**src/rtl/p2s_pkg.sv**
```systemverilog
// p2s_pkg: shared state type, counter sizing and width helpers for fifo_p2s_serializer
package p2s_pkg;

    localparam int P2S_MAX_W = 11;
    localparam int CNT_W     = $clog2(P2S_MAX_W + 1);

    typedef enum logic [1:0] {
        IDLE  = 2'd0,
        FETCH = 2'd1,
        SHIFT = 2'd2
    } p2s_state_t;

    // Out-of-range widths (0 or above the maximum) fall back to the full word.
    function automatic logic [CNT_W-1:0] eff_width(input logic [3:0] sig, input int max_w);
        return (sig != 4'd0 && int'(sig) <= max_w) ? CNT_W'(sig) : CNT_W'(max_w);
    endfunction

    // Keeps only the low w bits of a word.
    function automatic logic [31:0] mask_word(input logic [31:0] d, input logic [CNT_W-1:0] w);
        return d & ((32'd1 << w) - 32'd1);
    endfunction

endpackage

```
**src/rtl/p2s_shreg.sv**
```systemverilog
// p2s_shreg: masked word shift register with bit counter, last-bit detect and optional parity (P2S_PARITY_EN)
module p2s_shreg
    import p2s_pkg::*;
#(
    parameter int W = P2S_MAX_W
) (
    input  logic             clk,
    input  logic             rst,
    input  logic             i_load,
    input  logic             i_shift,
    input  logic [W-1:0]     i_data,
    input  logic [CNT_W-1:0] i_width,
    output logic             o_bit,
    output logic             o_last
);

    logic [W-1:0]     r_sh;
    logic [CNT_W-1:0] r_cnt;
    logic [CNT_W-1:0] r_len;
    logic [W-1:0]     w_masked;

    assign w_masked = W'(mask_word(32'(i_data), i_width));

    // Load a masked word and latch its length, or drop one bit per accepted handshake
    always_ff @(posedge clk) begin
        if (rst) begin
            r_sh  <= '0;
            r_cnt <= '0;
            r_len <= '0;
        end else if (i_load) begin
            r_sh  <= w_masked;
            r_cnt <= '0;
            r_len <= i_width;
        end else if (i_shift) begin
            r_sh  <= r_sh >> 1;
            r_cnt <= r_cnt + CNT_W'(1);
        end
    end

`ifdef P2S_PARITY_EN
    logic r_par;

    // Even parity of the masked word, sent as one extra bit after the data
    always_ff @(posedge clk) begin
        if (rst)
            r_par <= 1'b0;
        else if (i_load)
            r_par <= ^w_masked;
    end

    assign o_last = (r_cnt == r_len);
    assign o_bit  = o_last ? r_par : r_sh[0];
`else
    assign o_last = (r_cnt == r_len - CNT_W'(1));
    assign o_bit  = r_sh[0];
`endif

endmodule

```
**src/rtl/fifo_p2s_serializer.sv**
```systemverilog
// fifo_p2s_serializer: pops FIFO words and shifts them out LSB-first on a 1-bit valid/ready stream; P2S_PARITY_EN appends even parity
module fifo_p2s_serializer
    import p2s_pkg::*;
#(
    parameter int max_FIFO_WIDTH = P2S_MAX_W
) (
    input  logic                      clk,
    input  logic                      rst,
    input  logic                      empty,
    output logic                      pop,
    input  logic [max_FIFO_WIDTH-1:0] pop_data,
    input  logic [3:0]                sig_FIFO_WIDTH,
    output logic                      ser_valid,
    output logic                      ser_data,
    output logic                      ser_last,
    input  logic                      ser_ready,
    output logic                      busy
);

    p2s_state_t       r_state;
    p2s_state_t       w_next;
    logic             w_hs;
    logic             w_done;
    logic             w_bit;
    logic             w_last;
    logic [CNT_W-1:0] w_eff_w;

    assign w_eff_w = eff_width(sig_FIFO_WIDTH, max_FIFO_WIDTH);

    // Handshake, pop request and next state; a finished word chains straight into the next fetch
    always_comb begin
        w_hs   = (r_state == SHIFT) && ser_ready;
        w_done = w_hs && w_last;
        pop    = !empty && ((r_state == IDLE) || w_done);
        w_next = (r_state == FETCH) ? SHIFT :
                 (r_state == SHIFT && !w_done) ? SHIFT :
                 empty ? IDLE : FETCH;
    end

    // State register
    always_ff @(posedge clk) begin
        if (rst)
            r_state <= IDLE;
        else
            r_state <= w_next;
    end

    p2s_shreg #(.W(max_FIFO_WIDTH)) u_shreg (
        .clk     (clk),
        .rst     (rst),
        .i_load  (r_state == FETCH),
        .i_shift (w_hs),
        .i_data  (pop_data),
        .i_width (w_eff_w),
        .o_bit   (w_bit),
        .o_last  (w_last)
    );

    assign ser_valid = (r_state == SHIFT);
    assign ser_data  = ser_valid && w_bit;
    assign ser_last  = ser_valid && w_last;
    assign busy      = (r_state != IDLE);

endmodule

```
**config.mk**
```make
export PLATFORM = sky130hd
export DESIGN_NAME = fifo_p2s_serializer
export DESIGN_NICKNAME = d
export VERILOG_FILES = /design/src/rtl/p2s_pkg.sv /design/src/rtl/p2s_shreg.sv /design/src/rtl/fifo_p2s_serializer.sv
export SDC_FILE = /design/constraint.sdc
export NUM_CORES = 1
export LEC_CHECK = 0
export ABC_CLOCK_PERIOD_IN_PS = 4400
export BUFFER_PORTS_ARGS = -buffer_cell sky130_fd_sc_hd__buf_4
export CAP_MARGIN = 25
export CORE_MARGIN = 3
export CORE_UTILIZATION = 48
export DETAILED_ROUTE_END_ITERATION = 12
export PLACE_DENSITY = 0.7
export SLEW_MARGIN = 20
export SYNTH_ARGS = -nofsm -noshare
export SYNTH_HDL_FRONTEND = slang
export SYNTH_HIERARCHICAL = 1
export SYNTH_SLANG_ARGS = --single-unit
```
**constraint.sdc**
```tcl
create_clock -name clk -period 4.4 [get_ports clk]
set_input_delay 1.32 -clock clk [delete_from_list [all_inputs] [get_ports clk]]
set_output_delay 1.32 -clock clk [all_outputs]
set_load 0.01 [all_outputs]
```
==> Yosys cells after proc, flatten, opt, wreduce, memory -nomap -nowiden <==
Cells that the tools add are included.
{ "word_totals": {"regBits": 21, "inputBits": 19} }
{ "classes": {"add_sub_neg": 3, "order_cmp": 1, "n_eq_ne": 3, "n_shift": 1, "muxes": 6, "bitwise_logic": 1, "reduce_logical": 16} }
{ "ops": {"columns": ["cell", "count"], "rows": [
  ["2-to-1 mux 11 bit", 2],
  ["AND 11 bit", 1],
  ["<< shifter 1 x 4 -> 11 bit, first input constant", 1],
  ["subtractor 11 x 1 -> 11 bit, second input constant", 1],
  ["logical AND 1 bit", 7],
  ["adder 4 x 1 -> 4 bit, second input constant", 1],
  ["== test 4 bit", 1],
  ["less-or-equal comparator 4 bit, second input constant", 1],
  ["2-to-1 mux 2 bit", 2],
  ["2-to-1 mux 4 bit", 1],
  ["nonzero test 2 bit", 2],
  ["nonzero test 4 bit", 1],
  ["subtractor 4 x 1 -> 4 bit, second input constant", 1],
  ["OR reduction 3 bit", 1],
  ["== test 2 x 1 -> 1 bit, second input constant", 1],
  ["== test 2 bit, second input constant", 1],
  ["zero test 1 bit", 2],
  ["zero test 2 bit", 1],
  ["OR reduction 2 bit", 1],
  ["logical OR 1 bit", 1],
  ["2-to-1 mux 1 bit", 1]
]} }

==> Depth between registers and ports, before layout <==
{ "depth": {"depth_word": 7, "mapped_depth": 9} }

==> Modules after synthesis <==
The synthesis kept the hierarchy.
{ "modules_own_cells": {"columns": ["module", "n_inst", "cells_each", "area_per_inst_um2"], "rows": [
  ["p2s_shreg", 1, 124, 1156.1],
  ["fifo_p2s_serializer", 1, 20, 158.9]
]} }

==> Worst setup path before layout <==
OpenSTA, ideal clock, no wires.
{ "synth_timing": {"path_type": "input to output", "startpoint": "input port ser_ready", "endpoint": "output port pop", "arrival_time_ps": 1763, "slack_ps": 1317, "stages": 2, "cell_sequence": "nand2_1 -> a211oi_1"} }
{ "synth_between": {"elab_chain_len": 4} }
{ "synth_lines": {"columns": ["item", "line_no", "source"], "rows": [
  ["start, declared", "fifo_p2s_serializer.sv:16", "input logic ser_ready,"],
  ["logical AND 1 bit", "fifo_p2s_serializer.sv:32", "w_hs = (r_state == SHIFT) && ser_ready;"],
  ["logical AND 1 bit", "fifo_p2s_serializer.sv:33", "w_done = w_hs && w_last;"],
  ["logical OR 1 bit", "fifo_p2s_serializer.sv:34", "pop = !empty && ((r_state == IDLE) || w_done);"],
  ["logical AND 1 bit", "fifo_p2s_serializer.sv:34", null],
  ["end, declared", "fifo_p2s_serializer.sv:10", "output logic pop,"]
]} }
Every way passes these cells.

==> Final worst setup path <==
{ "layout_timing": {"startpoint": "register u_shreg.r_len[0]", "endpoint": "output port pop"} }
{ "layout_between": {"elab_chain_len": 5} }
{ "layout_lines": {"columns": ["item", "line_no", "source"], "rows": [
  ["start, declared", "p2s_shreg.sv:19", "logic [CNT_W-1:0] r_len;"],
  ["start signal, assigned", "p2s_shreg.sv:33", "r_len <= i_width;"],
  ["subtractor 4 x 1 -> 4 bit", "p2s_shreg.sv:54", "assign o_last = (r_cnt == r_len - CNT_W'(1));"],
  ["== test 4 bit", "p2s_shreg.sv:54", null],
  ["net w_last", "fifo_p2s_serializer.sv:25", "logic w_last;"],
  ["logical AND 1 bit", "fifo_p2s_serializer.sv:33", null],
  ["logical OR 1 bit", "fifo_p2s_serializer.sv:34", null],
  ["logical AND 1 bit", "fifo_p2s_serializer.sv:34", null]
]} }
The timed path passes the listed nets, and every way through them passes these cells.

==> impl_metrics.csv <==
group,metric,value,unit
die,die_w,58.3,µm
sta,fmaxAchievable,292,MHz
synth,yosysWarnings,6,
clocking,numCtsBuffers,3,
routing,wirelength,2.86,mm
final_layout,layout-drive-gt1-share,0.245,
sta,maxSlewHeadroom,0.427,
worst_setup_path,critPathTopFamily,"simple AND/OR/NAND/NOR gates",
synth,synth_fp_nets,166,
clocking,cts_num_sinks,21,
global_routing,grt_max_degree,29,
clocking,cts.reportedPaths.clkPinSlew,0.12,ns
clocking,clock_latency,0.31,ns
sta,fin_crit,3.43,ns
clocking,cts_root_buffer,"clkbuf_4",
sta,post-route-period-util,0.780,
die,rows,18,
global_routing,grt.total_usage,0.177,
routing,top_layer,"met4",
placement,dpl.hpwl,2.02,mm
routing,vias,1116,
final_layout,fin_nets,186,
final_layout,mostFrequentLayoutCell,"buf_4",
die,initial_core_util,0.517,
routing,wl_met3,121,µm
clocking,clock_tree.buffer_depth,2,
global_routing,antenna_found_initial,0,
routing,drt_iter0_markers,23,
worst_setup_path,cp.required,3.08,ns
routing,routed_via_density,5.78,
synth,synth_area,1320,µm²
final_layout,syn2layout_area_growth,13.9,%
synth,async_flop_share,0,
worst_setup_path,crit_fanout,4,
placement,place.gp.congestion,0.816,
power_and_ir_drop,p_total,407,µW
routing,wl_per_cell,14.8,µm
job,maxCapViolations,0,
clocking,htreeDepth,1,
routing,drtAntennaViolNets,0,
sta,rsz0062_at_grt,"no",
synth,avgSynthCellArea,9.13,µm²
worst_setup_path,crit_arrival,2.11,ns
global_routing,grt_pass1_vias,1108,
clocking,ctsHoldBuffers,0,
die,io_pins,24,
worst_setup_path,crit_path_end_kind,"output port",
sta,final_hold_viol_count,0,
global_routing,grt_pass1_wl,4.71,mm
global_routing,grt_overflow,0,
power_and_ir_drop,power.leakage,0.555,nW
worst_hold_path,min_path_type,"reg -> reg",
sta,tightest_slew,0.860,ns
final_layout,diodes,0,
sta,setup_viol,0,
worst_setup_path,path_class,"reg -> out",
worst_setup_path,max_stage_delay,0.42,ns
die,fp.dieH,58.3,µm
synth,ys.flop_type,"dfxtp_1",
final_layout,most-common-layout-cells,"buf_4, dfxtp_1, nor2_1",
worst_setup_path,cp_num_buf_inv,2,
routing,wl_met1,1.31,mm
routing,wl_met2,1.38,mm
power_and_ir_drop,max-vdd-ir-drop,0.196,mV
worst_setup_path,slowest_stage,"dfxtp_1",
die,die-area,3400,µm²
synth,netlist_instances,144,
sta,maxSlewViolCount,0,
synth,synth_cell_types,46,
synth,synth-edff-count,0,
synth,synthTopCellsByArea,"dfxtp_1, mux2i_1, xnor2_1",
sta,finClkSkew,0.00235,ns
clocking,ctsResizeCount,0,
power_and_ir_drop,power_density,272,nW/µm²
die,coreArea,2540,µm²
synth,ys_ff_latch,21,
worst_setup_path,cp_cell_sequence,"inv_1, ha_1, xnor2_1, nor4_1, nand2_1, a211oi_1, buf_4",
clocking,cts_setup_buffers,0,
routing,drt-pass1-iter-count,4,
worst_setup_path,cp-start-kind,"register",
sta,tns,0,ns
synth,synth_top_area_frac,0.320,
synth,synth_top_cell_by_area,"dfxtp_1",
synth,seq_area_frac_synth,0.320,
placement,place_inst,189,
final_layout,fin_cells,193,
clocking,cts_tree,"yes",
placement,port_buffers,23,
routing,drcViolationCount,0,
run_status,outcome,"complete, no violations",
## cell usage after synthesis, types with 3 or more instances
cell type  count
dfxtp_1       21
nor2_1        13
mux2i_1       10
xnor2_1        8
a211oi_1       7
nand2_1        7
nor2b_1        7
nor3_1         7
a21oi_1        3
and2_1         3
buf_2          3
buf_6          3
ha_1           3
nand3b_1       3
o21bai_1       3
o22a_1         3
## cells by family (layout without fill, tap and decap cells)
| kind of cell | Yosys count | count (layout) | synth area share |
|---|---|---|---|
| fa+ha+maj | 3 | 3 | 0.0285 |
| compound gates | 30 | 30 | 0.176 |
| mux | 10 | 10 | 0.0761 |
| xor+xnor | 10 | 10 | 0.0666 |
| flops | 21 | 21 | 0.320 |
| simple gates | 57 | 57 | 0.263 |
| buf+inv | 13 | 32 | 0.0704 |
## sequential cells by signal, summed over array words and instances, names as in the netlist
name,flops
u_shreg/r_sh,11
u_shreg/r_cnt,4
u_shreg/r_len,4
r_state,2
## layout make-up
class	count	area (µm²)
fill	233	1050
multi-input combinational	110	810
sequential	21	420
timing repair buffer	26	195
tap	30	37.5
clock buffer	3	22.5
inverter	2	7.51
clock inverter	1	5.00
## path summary, 6_finish.rpt
kind | startpoint | to | slack [ns] | cells after the start
max | u_shreg/r_len[0] | pop | 0.97 | 7
min | u_shreg/r_len[1] | u_shreg/r_len[1] | 0.55 | 2
max reg2reg | r_state[1] | u_shreg/r_sh[0] | 2.32 | 5
min reg2reg | u_shreg/r_len[1] | u_shreg/r_len[1] | 0.55 | 2
## metal layers
metal  global-route usage  up-vias
li1                     -      556
met1                0.217      529
met2                0.292       25
met3               0.0263        6
met4                0.103        0
met5                    0        -
## power breakdown
part / internal, mW / switching [mW]
clock: 0.0340 / 0.0639
sequential: 0.201 / 0.00825
combinational: 0.0507 / 0.0493
## worst min-delay path: cells and delay by family (launching register included)
family / cells / cell delay (ns)
DFF: 1 / 0.35
muxes: 1 / 0.12
and+or+nand+nor: 1 / 0.05
## per-stage QoR
step | utilization | worst slack, ns | instance area (µm²) | hold WS (ns)
floorplan | - | 1.32 | 1320 | 0.482
global placement | 0.576 | 1.08 | 1470 | 0.516
detailed placement | 0.576 | 1.04 | 1470 | 0.519
CTS | 0.587 | 0.942 | 1490 | 0.553
global route | 0.588 | 0.668 | 1500 | 0.591
finish | 0.588 | 0.970 | 1500 | 0.550
Note: power is estimated with default switching activity, not from simulation.
